$ cat config.mk
export PLATFORM = sky130hd
export DESIGN_NAME = cdb_arbiter_flat
export DESIGN_NICKNAME = d
export VERILOG_FILES = /design/src/rtl/cdb_arbiter_if.sv /design/src/rtl/cdb_arbiter.sv /design/src/flat_wrapper.sv
export SDC_FILE = /design/constraint.sdc
export NUM_CORES = 1
export LEC_CHECK = 0
export CORE_MARGIN = 4
export CORE_UTILIZATION = 38
export CTS_CLUSTER_DIAMETER = 30
export DETAILED_ROUTE_END_ITERATION = 10
export MAX_ROUTING_LAYER = met4
export PLACE_DENSITY = 0.65
export SLEW_MARGIN = 20
export SYNTH_ARGS = -nofsm -noshare
export SYNTH_HDL_FRONTEND = slang
export SYNTH_SLANG_ARGS = --single-unit
$ cat constraint.sdc
create_clock -name clk_in -period 4.8 [get_ports clk_in]
set_input_delay 0.48 -clock clk_in [delete_from_list [all_inputs] [get_ports clk_in]]
set_output_delay 0.48 -clock clk_in [all_outputs]
set_load 0.01 [all_outputs]
$ cat src/rtl/cdb_arbiter_if.sv
// Result-producer to CDB-arbiter bundle: per-source result pulses in, one
// registered broadcast plus near-full and overflow status out.
interface cdb_arbiter_if #(
  parameter int N_SRC  = 3,
  parameter int ROB_W  = 5,
  parameter int DATA_W = 32
);
  logic                      _clear;
  logic [N_SRC-1:0]          _src_valid;
  logic [N_SRC*ROB_W-1:0]    _src_rob_id;
  logic [N_SRC*DATA_W-1:0]   _src_value;
  logic [N_SRC-1:0]          _src_full;
  logic                      _cdb_ready;
  logic [ROB_W-1:0]          _cdb_rob_id;
  logic [DATA_W-1:0]         _cdb_value;
  logic                      _overflow;

  modport master (
    output _clear, _src_valid, _src_rob_id, _src_value,
    input  _src_full, _cdb_ready, _cdb_rob_id, _cdb_value, _overflow
  );

  modport slave (
    input  _clear, _src_valid, _src_rob_id, _src_value,
    output _src_full, _cdb_ready, _cdb_rob_id, _cdb_value, _overflow
  );
endinterface

$ cat src/rtl/cdb_arbiter.sv
// Per-source result FIFOs drained round-robin onto the common data bus,
// at most one registered broadcast per cycle.
module cdb_arbiter #(
  parameter int N_SRC  = 3,
  parameter int DEPTH  = 4,
  parameter int ROB_W  = 5,
  parameter int DATA_W = 32
) (
  input  logic          clk_in,
  input  logic          rst_in,
  input  logic          rdy_in,
  cdb_arbiter_if.slave  bus
);
  localparam int PTR_W = $clog2(DEPTH);
  localparam int CNT_W = PTR_W + 1;
  localparam int SRC_W = (N_SRC > 1) ? $clog2(N_SRC) : 1;

  typedef struct packed {
    logic [ROB_W-1:0]  rob_id;
    logic [DATA_W-1:0] value;
  } entry_t;

  entry_t           mem    [N_SRC][DEPTH];
  logic [PTR_W-1:0] rd_ptr [N_SRC];
  logic [PTR_W-1:0] wr_ptr [N_SRC];
  logic [CNT_W-1:0] count  [N_SRC];
  logic [SRC_W-1:0] rr_ptr;

  logic             grant;
  logic [SRC_W-1:0] winner;
  logic [N_SRC-1:0] do_push;
  logic [N_SRC-1:0] do_pop;
  logic [N_SRC-1:0] push_drop;
  logic [N_SRC-1:0] src_full;

  logic             cdb_ready_q;
  entry_t           cdb_q;
  logic             overflow_q;

  // Candidates are judged on counts before this edge's push, so a fresh
  // pulse can never be broadcast in the cycle it arrives.
  always_comb begin
    int idx;
    // NOTE: every variable gets a default before any branch so no latch is inferred.
    grant  = 1'b0;
    winner = '0;
    idx    = 0;
    for (int k = 0; k < N_SRC; k++) begin
      idx = int'(rr_ptr) + k;
      if (idx >= N_SRC) idx = idx - N_SRC;
      if (!grant && count[SRC_W'(idx)] != '0) begin
        grant  = 1'b1;
        winner = SRC_W'(idx);
      end
    end
  end

  always_comb begin
    for (int i = 0; i < N_SRC; i++) begin
      do_pop[i]    = grant && (winner == SRC_W'(i));
      push_drop[i] = bus._src_valid[i] && (count[i] == CNT_W'(DEPTH));
      do_push[i]   = bus._src_valid[i] && !push_drop[i];
      // One entry early: the pulse already in flight still has a slot.
      src_full[i]  = count[i] >= CNT_W'(DEPTH - 1);
    end
  end

  // NOTE: state updates use non-blocking assignments so every register samples pre-edge values.
  always_ff @(posedge clk_in) begin
    if (!rst_in) begin
      for (int i = 0; i < N_SRC; i++) begin
        count[i]  <= '0;
        rd_ptr[i] <= '0;
        wr_ptr[i] <= '0;
      end
      rr_ptr      <= '0;
      cdb_ready_q <= 1'b0;
      cdb_q       <= '0;
      overflow_q  <= 1'b0;
    end else if (rdy_in) begin
      if (bus._clear) begin
        for (int i = 0; i < N_SRC; i++) begin
          count[i]  <= '0;
          rd_ptr[i] <= '0;
          wr_ptr[i] <= '0;
        end
        cdb_ready_q <= 1'b0;
      end else begin
        for (int i = 0; i < N_SRC; i++) begin
          if (do_push[i]) wr_ptr[i] <= wr_ptr[i] + PTR_W'(1);
          if (do_pop[i])  rd_ptr[i] <= rd_ptr[i] + PTR_W'(1);
          count[i] <= count[i] + CNT_W'(do_push[i]) - CNT_W'(do_pop[i]);
        end
        if (|push_drop) overflow_q <= 1'b1;
        if (grant) begin
          cdb_ready_q <= 1'b1;
          cdb_q       <= mem[winner][rd_ptr[winner]];
          rr_ptr      <= (winner == SRC_W'(N_SRC - 1)) ? '0 : winner + SRC_W'(1);
        end else begin
          cdb_ready_q <= 1'b0;
        end
      end
    end
  end

  // NOTE: FIFO storage has no reset; validity is tracked by the counts and pointers alone.
  always_ff @(posedge clk_in) begin
    for (int i = 0; i < N_SRC; i++) begin
      if (rst_in && rdy_in && !bus._clear && do_push[i]) begin
        mem[i][wr_ptr[i]] <= {bus._src_rob_id[i*ROB_W +: ROB_W],
                              bus._src_value[i*DATA_W +: DATA_W]};
      end
    end
  end

  assign bus._src_full   = src_full;
  assign bus._cdb_ready  = cdb_ready_q;
  assign bus._cdb_rob_id = cdb_q.rob_id;
  assign bus._cdb_value  = cdb_q.value;
  assign bus._overflow   = overflow_q;
endmodule

$ cat src/flat_wrapper.sv
// flat-port wrapper written by rule: the top's interface ports become plain ports
module cdb_arbiter_flat 
#(
  parameter int N_SRC  = 3,
  parameter int DEPTH  = 4,
  parameter int ROB_W  = 5,
  parameter int DATA_W = 32
)
  (clk_in, rst_in, rdy_in, bus__clear, bus__src_valid, bus__src_rob_id, bus__src_value, bus__src_full, bus__cdb_ready, bus__cdb_rob_id, bus__cdb_value, bus__overflow);
  cdb_arbiter_if #(.N_SRC(N_SRC), .ROB_W(ROB_W), .DATA_W(DATA_W)) bus_i ();
  input  logic clk_in;
  input  logic rst_in;
  input  logic rdy_in;
  input wire logic [$bits(bus_i._clear)-1:0] bus__clear;
  input wire logic [$bits(bus_i._src_valid)-1:0] bus__src_valid;
  input wire logic [$bits(bus_i._src_rob_id)-1:0] bus__src_rob_id;
  input wire logic [$bits(bus_i._src_value)-1:0] bus__src_value;
  output wire logic [$bits(bus_i._src_full)-1:0] bus__src_full;
  output wire logic [$bits(bus_i._cdb_ready)-1:0] bus__cdb_ready;
  output wire logic [$bits(bus_i._cdb_rob_id)-1:0] bus__cdb_rob_id;
  output wire logic [$bits(bus_i._cdb_value)-1:0] bus__cdb_value;
  output wire logic [$bits(bus_i._overflow)-1:0] bus__overflow;
  assign bus_i._clear = bus__clear;
  assign bus_i._src_valid = bus__src_valid;
  assign bus_i._src_rob_id = bus__src_rob_id;
  assign bus_i._src_value = bus__src_value;
  assign bus__src_full = bus_i._src_full;
  assign bus__cdb_ready = bus_i._cdb_ready;
  assign bus__cdb_rob_id = bus_i._cdb_rob_id;
  assign bus__cdb_value = bus_i._cdb_value;
  assign bus__overflow = bus_i._overflow;
  cdb_arbiter #(.N_SRC(N_SRC), .DEPTH(DEPTH), .ROB_W(ROB_W), .DATA_W(DATA_W)) u_core (.clk_in(clk_in), .rst_in(rst_in), .rdy_in(rdy_in), .bus(bus_i));
endmodule
==> impl_metrics.tcl, run 1 <==
set metrics [dict create \
    yosysSeqAreaShare 0.726 \
    cts.path.max_buffers 3 \
    p_per_area_nw_per_um2 581 \
    power.leakage_nw 8.97 \
    fillers 4362 \
    core_um2 52800 \
    maxCapViolations 0 \
    clk_pin_slew_worst_paths_ps 50 \
    clock_skew_ps 21.5 \
    wl_per_cell_um 24.1 \
    cts_sinks 506 \
    overflow 0 \
    dr.pass1.iters 5 \
    synth_warnings 0 \
    numCtsBuffers 104 \
    vias_per_cell 5.58 \
    fp.dieW_um 239 \
    max-slew-margin-rel 0.289 \
    cts_max_level 3 \
    gp_congestion 0.828 \
    vdd_drop_max_mv 0.368 \
    cts_resized 0 \
    final_nets 1649 \
    cts_tree "yes" \
    grt_pass1_wl_um 81800 \
    drcViolationCount 0 \
    cp-start-kind "flop" \
    grt_antenna_before_repair 3 \
    setup_viol 0 \
    area_growth_pct 30.5 \
    final_cell_mix "edfxtp_1 (465), nand2_1 (163), clkdlybuf4s50_1 (158), clkbuf_16 (105), o211ai_1 (75)" \
    hp-class "reg -> reg" \
    mappedNetlistArea_um2 20400 \
    worstPathMaxFanout 59 \
    syn_area_per_cell_um2 15.7 \
    ioPinCount 160 \
    final_common_cell "edfxtp_1" \
    row_count 84 \
    initial_core_util 0.386 \
    root_buffer "clkbuf_16" \
    grt_max_degree 75 \
    worstPathRequired_ps 5340 \
    holdBufCountCts 0 \
    worstPathArrival_ps 4410 \
    cts_setup_buffers 0 \
    clock.fmax_mhz 259 \
    dp_slack_ps 1020 \
    final.period_utilization 0.805 \
    ys_ff_latch 506 \
    layout_min_cycle_time_ps 3870 \
    grt_usage 0.196 \
    synthesis.nets 1442 \
    syn_inst 1296 \
    finalMaxSlewViolations 0 \
    clkLatencyLatePin_ps 640 \
    wirelength_um 55100 \
    drive_above_1_share 0.205 \
    vias 12800 \
    port_buffers 159 \
    drtAntennaViolNets 0 \
    initialDrtViolationCount 1155 \
    setup_ws_ps 935 \
    grt_setup_unrepaired "false" \
    die-area_um2 57400 \
    die_y_um 239 \
    critPathKind "reg -> reg" \
    status "finished clean" \
    grt_pass1_vias 13400 \
    tns_ps 0 \
    tightest_slew_ps 1070 \
    dpl.hpwl_um 30500 \
    reg2reg_slack_ps 930 \
    hold_viol 0 \
    cp-end-kind "flop" \
    ys_types 46 \
]
## registers in the layout, indices dropped and copies added, names as in the netlist
signal                  cells
u_core.rd_ptr               6
u_core.bus._cdb_value      32
u_core.rr_ptr               2
u_core.wr_ptr               6
u_core.bus._cdb_ready       1
u_core.mem                444
u_core.count                9
u_core.bus._cdb_rob_id      5
u_core.bus._overflow        1
## area by class of cell
class / count / area (um^2) / share of cell area
inverters: 25 / 93.8 / 0.00353
clock buffers: 124 / 2780 / 0.105
clock inverters: 74 / 926 / 0.0348
diodes: 3 / 7.51 / 0.000282
repair buffers: 193 / 2020 / 0.0759
multi-input cells: 673 / 5110 / 0.192
flip-flops and latches: 506 / 14800 / 0.556
well taps: 688 / 861 / 0.0324
## final timing paths
path / start / to / cells after the start
max reg2reg: u_core.rr_ptr[0] / u_core.bus._cdb_value[13] / 10
max: u_core.rr_ptr[0] / u_core.bus._cdb_value[13] / 10
min: u_core.bus._cdb_ready / u_core.bus._cdb_ready / 2
min reg2reg: u_core.bus._cdb_ready / u_core.bus._cdb_ready / 2
## power by group
group          leakage (nW)  internal, mW  switching [mW]
clock                  1.80          5.09            2.31
sequential             4.57          4.96          0.0971
combinational          2.61          1.15            1.82
total                  8.97          11.2            4.23
## cell usage after synthesis, drive strengths merged
master,count,area share
xnor2,5,0.0022
inv,25,0.0046
nor4b,1,0.00074
o221a,1,0.00055
a21oi,41,0.010
or3,2,0.00061
fa,3,0.0029
a21boi,3,0.0011
a221o,75,0.037
nand3,5,0.0012
nand4b,1,0.00043
a31o,1,0.00043
dfxtp,41,0.040
o31a,2,0.00086
nor4,3,0.0012
a22oi,1,0.00037
edfxtp,465,0.69
nand2b,3,0.00092
and2,13,0.0040
o21ai,9,0.0022
nor2,22,0.0041
xor2,1,0.00043
o31ai,1,0.00037
and3,7,0.0022
a221oi,75,0.041
mux2,74,0.043
o22ai,1,0.00031
a31oi,4,0.0012
ha,25,0.015
nor2b,9,0.0028
nand2,163,0.030
a211oi,1,0.00037
nor3,44,0.011
o221ai,1,0.00043
clkbuf,61,0.011
o32a,1,0.00049
buf,31,0.011
o211ai,75,0.028
## logic make-up after synthesis
| logic type | synth area share |
|---|---|
| AOI/OAI and AO/OA | 0.124 |
| xor gates and xnor gates | 0.00258 |
| DFF | 0.726 |
| muxes | 0.0428 |
| adders and majority gates | 0.0183 |
| and+or+nand+nor | 0.0592 |
| buffers and inverters | 0.0266 |
## routing by layer
| layer | vias up | part of all wire | routed length [um] | GRT usage |
|---|---|---|---|---|
| li1 | 5629 | - | - | - |
| met1 | 6429 | 0.43 | 23700 | 0.256 |
| met2 | 599 | 0.47 | 26000 | 0.306 |
| met3 | 100 | 0.074 | 4060 | 0.0440 |
| met4 | 0 | 0.024 | 1300 | 0.0688 |
| met5 | - | 0 | 0 | - |
## metrics by stage
step / area, um^2 / instances / power, mW / utilization / hold slack (ps)
6_report: 26600 / 2286 / 15.4 / 0.504 / 464
3_5_place_dp: 22900 / 2085 / 8.08 / 0.433 / 455
5_1_grt: 26600 / 2286 / 16.0 / 0.504 / 471
4_1_cts: 26600 / 2283 / 15.5 / 0.504 / 443
2_1_floorplan: 20400 / 1296 / 7.16 / - / 473
3_3_place_gp: 22900 / 2085 / 8.04 / 0.433 / 453
## worst max-delay path, stage by stage (launching register included)
cell      delay, ps
dfxtp_1         380
inv_1            80
ha_1            400
a31oi_1         380
o31ai_4         150
buf_4           340
nor3_2          370
buf_4           670
buf_4           570
a221oi_1        150
nor3_1          230
(Power assumes the default switching activity.)
==> run 2, diff against run 1 <==
==> constraint.sdc (replaced) <==
create_clock -name clk_in -period 3.6 [get_ports clk_in]
set_input_delay 0.36 -clock clk_in [delete_from_list [all_inputs] [get_ports clk_in]]
set_output_delay 0.36 -clock clk_in [all_outputs]
set_load 0.01 [all_outputs]
==> run 2 against run 1 <==
Net effect:
- first-iteration DRC count grew 17%
- maximum frequency grew 15%
- via count grew 0.42%
- total power grew 29%
- clock skew grew 9.9 ps
- cell count is essentially flat
- design area shrank 0.17%
==> impl_metrics.tcl, run 2 (same netlist as run 1, synthesis figures left out) <==
set metrics [dict create \
    p_per_area_nw_per_um2 748 \
    r2r-start "u_core.rr_ptr[1]" \
    wirelength_um 55500 \
    largest_reg_flops 444 \
    hp-class "in -> reg" \
    cts_setup_buffers 0 \
    gr-usage-met1 0.262 \
    row_count 84 \
    intPower_mw 14.3 \
    port_buffers 159 \
    root_buffer "clkbuf_16" \
    power.leakage_nw 8.93 \
    use_met3 0.0455 \
    drtAntennaViolNets 0 \
    finalPower_mw 19.8 \
    cts_resized 0 \
    maxCapViolations 0 \
    fp.dieW_um 239 \
    max-slew-margin-rel 0.258 \
    setup_ws_ps 232 \
    die_y_um 239 \
    drcViolationCount 0 \
    combPwrFrac 0.205 \
    fin_cells 2287 \
    gp_congestion 0.819 \
    area_growth_pct 30.3 \
    dpl.hpwl_um 31600 \
    placed_cells 2106 \
    overflow 0 \
    drive_above_1_share 0.207 \
    numCtsBuffers 95 \
    layout_min_cycle_time_ps 3370 \
    cp-end-kind "flop" \
    clkLatencyLatePin_ps 630 \
    final.period_utilization 0.936 \
    tns_ps 0 \
    grt_busiest_layer "met2" \
    cts_max_level 3 \
    clockPowerShare 0.455 \
    grt_antenna_before_repair 3 \
    worstRegToRegCells 11 \
    grt_usage 0.196 \
    cts_tree "yes" \
    dp_slack_ps 298 \
    worstPathRequired_ps 4090 \
    cts.path.max_buffers 3 \
    pwr-share-seq 0.340 \
    power.share.switching 0.279 \
    setup_viol 0 \
    fillers 4341 \
    cts_sinks 506 \
    reg2reg_to "u_core.bus._cdb_value[7]" \
    finalMaxSlewViolations 0 \
    clock_skew_ps 31.4 \
    core_um2 52800 \
    hold_viol 0 \
    vdd_drop_max_mv 0.467 \
    holdBufCountCts 0 \
    final_cell_mix "edfxtp_1 (465), nand2_1 (163), clkdlybuf4s50_1 (158), clkbuf_16 (98), o211ai_1 (75)" \
    cp-start-kind "flop" \
    initial_core_util 0.386 \
    ioPinCount 160 \
    final_nets 1661 \
    vias 12800 \
    reg2reg_slack_ps 230 \
    clock.fmax_mhz 297 \
    dr.pass1.iters 5 \
    critPathKind "reg -> reg" \
    worstPathArrival_ps 3850 \
    clk_pin_slew_worst_paths_ps 50 \
    worstPathMaxFanout 48 \
    use_met2 0.302 \
    grt_pass1_vias 13200 \
    p_switching_mw 5.53 \
    status "finished clean" \
    vias_per_cell 5.60 \
    startpoint "u_core.rr_ptr[1]" \
    grt_pass1_wl_um 81600 \
    final_common_cell "edfxtp_1" \
    tightest_slew_ps 1110 \
    crit_end "u_core.bus._cdb_value[7]" \
    wl_per_cell_um 24.3 \
    grt_max_degree 99 \
    initialDrtViolationCount 1352 \
    die-area_um2 57400 \
    grt_setup_unrepaired "false" \
]
run 2: worst max-delay path, cell delays in order (launching register included):
cell and delay (ps):
dfxtp_1 380, inv_1 80, ha_1 240, nor4_2 390, nor2_1 150, o31ai_4 410, a21oi_4 60, a221o_4 560
buf_12 230, mux2_2 320, a221oi_1 300, nor3_1 80
run 2: power groups by stage:
stage	clock network [mW]	logic (mW)	registers (mW)
floorplan	0	2.71	6.84
global placement	0	3.97	6.84
detailed placement	0	4.04	6.85
CTS	9.16	4.06	6.74
global route	9.48	4.37	6.75
finish	9.04	4.07	6.74
run 2: worst min-delay path by stage:
stage	from	endpoint	slack [ps]	cells after the start
detailed placement	u_core.bus._cdb_ready	u_core.bus._cdb_ready	460	2
global placement	u_core.bus._cdb_ready	u_core.bus._cdb_ready	450	2
finish	rst_in	u_core.bus._cdb_ready	340	4
floorplan	bus__src_value[0]	u_core.mem[0][0]	460	0
CTS	rst_in	u_core.bus._cdb_ready	300	4
global route	rst_in	u_core.bus._cdb_ready	340	4
run 2: routing by layer:
metal	vias to the layer above	share of wire	routed length, um
met2	601	0.47	26200
met5	-	0	0
met1	6450	0.42	23600
met4	0	0.023	1280
li1	5648	-	-
met3	111	0.079	4410
run 2: cell type report:
cell class | instances | area, um^2 | share of cell area
flip-flops and latches | 506 | 14800 | 0.557
multi-input cells | 673 | 5110 | 0.193
clock buffers | 114 | 2590 | 0.0977
repair buffers | 214 | 2330 | 0.0878
well taps | 688 | 861 | 0.0324
clock inverters | 64 | 756 | 0.0285
inverters | 25 | 93.8 | 0.00354
diodes | 3 | 7.51 | 0.000283
run 2: metrics by stage:
| stage | hold slack [ps] | cell area [um^2] | utilization |
|---|---|---|---|
| 5_1_grt | 345 | 26500 | 0.503 |
| 2_1_floorplan | 459 | 20400 | - |
| 3_3_place_gp | 447 | 23200 | 0.439 |
| 3_5_place_dp | 457 | 23200 | 0.439 |
| 6_report | 337 | 26500 | 0.503 |
| 4_1_cts | 301 | 26500 | 0.503 |
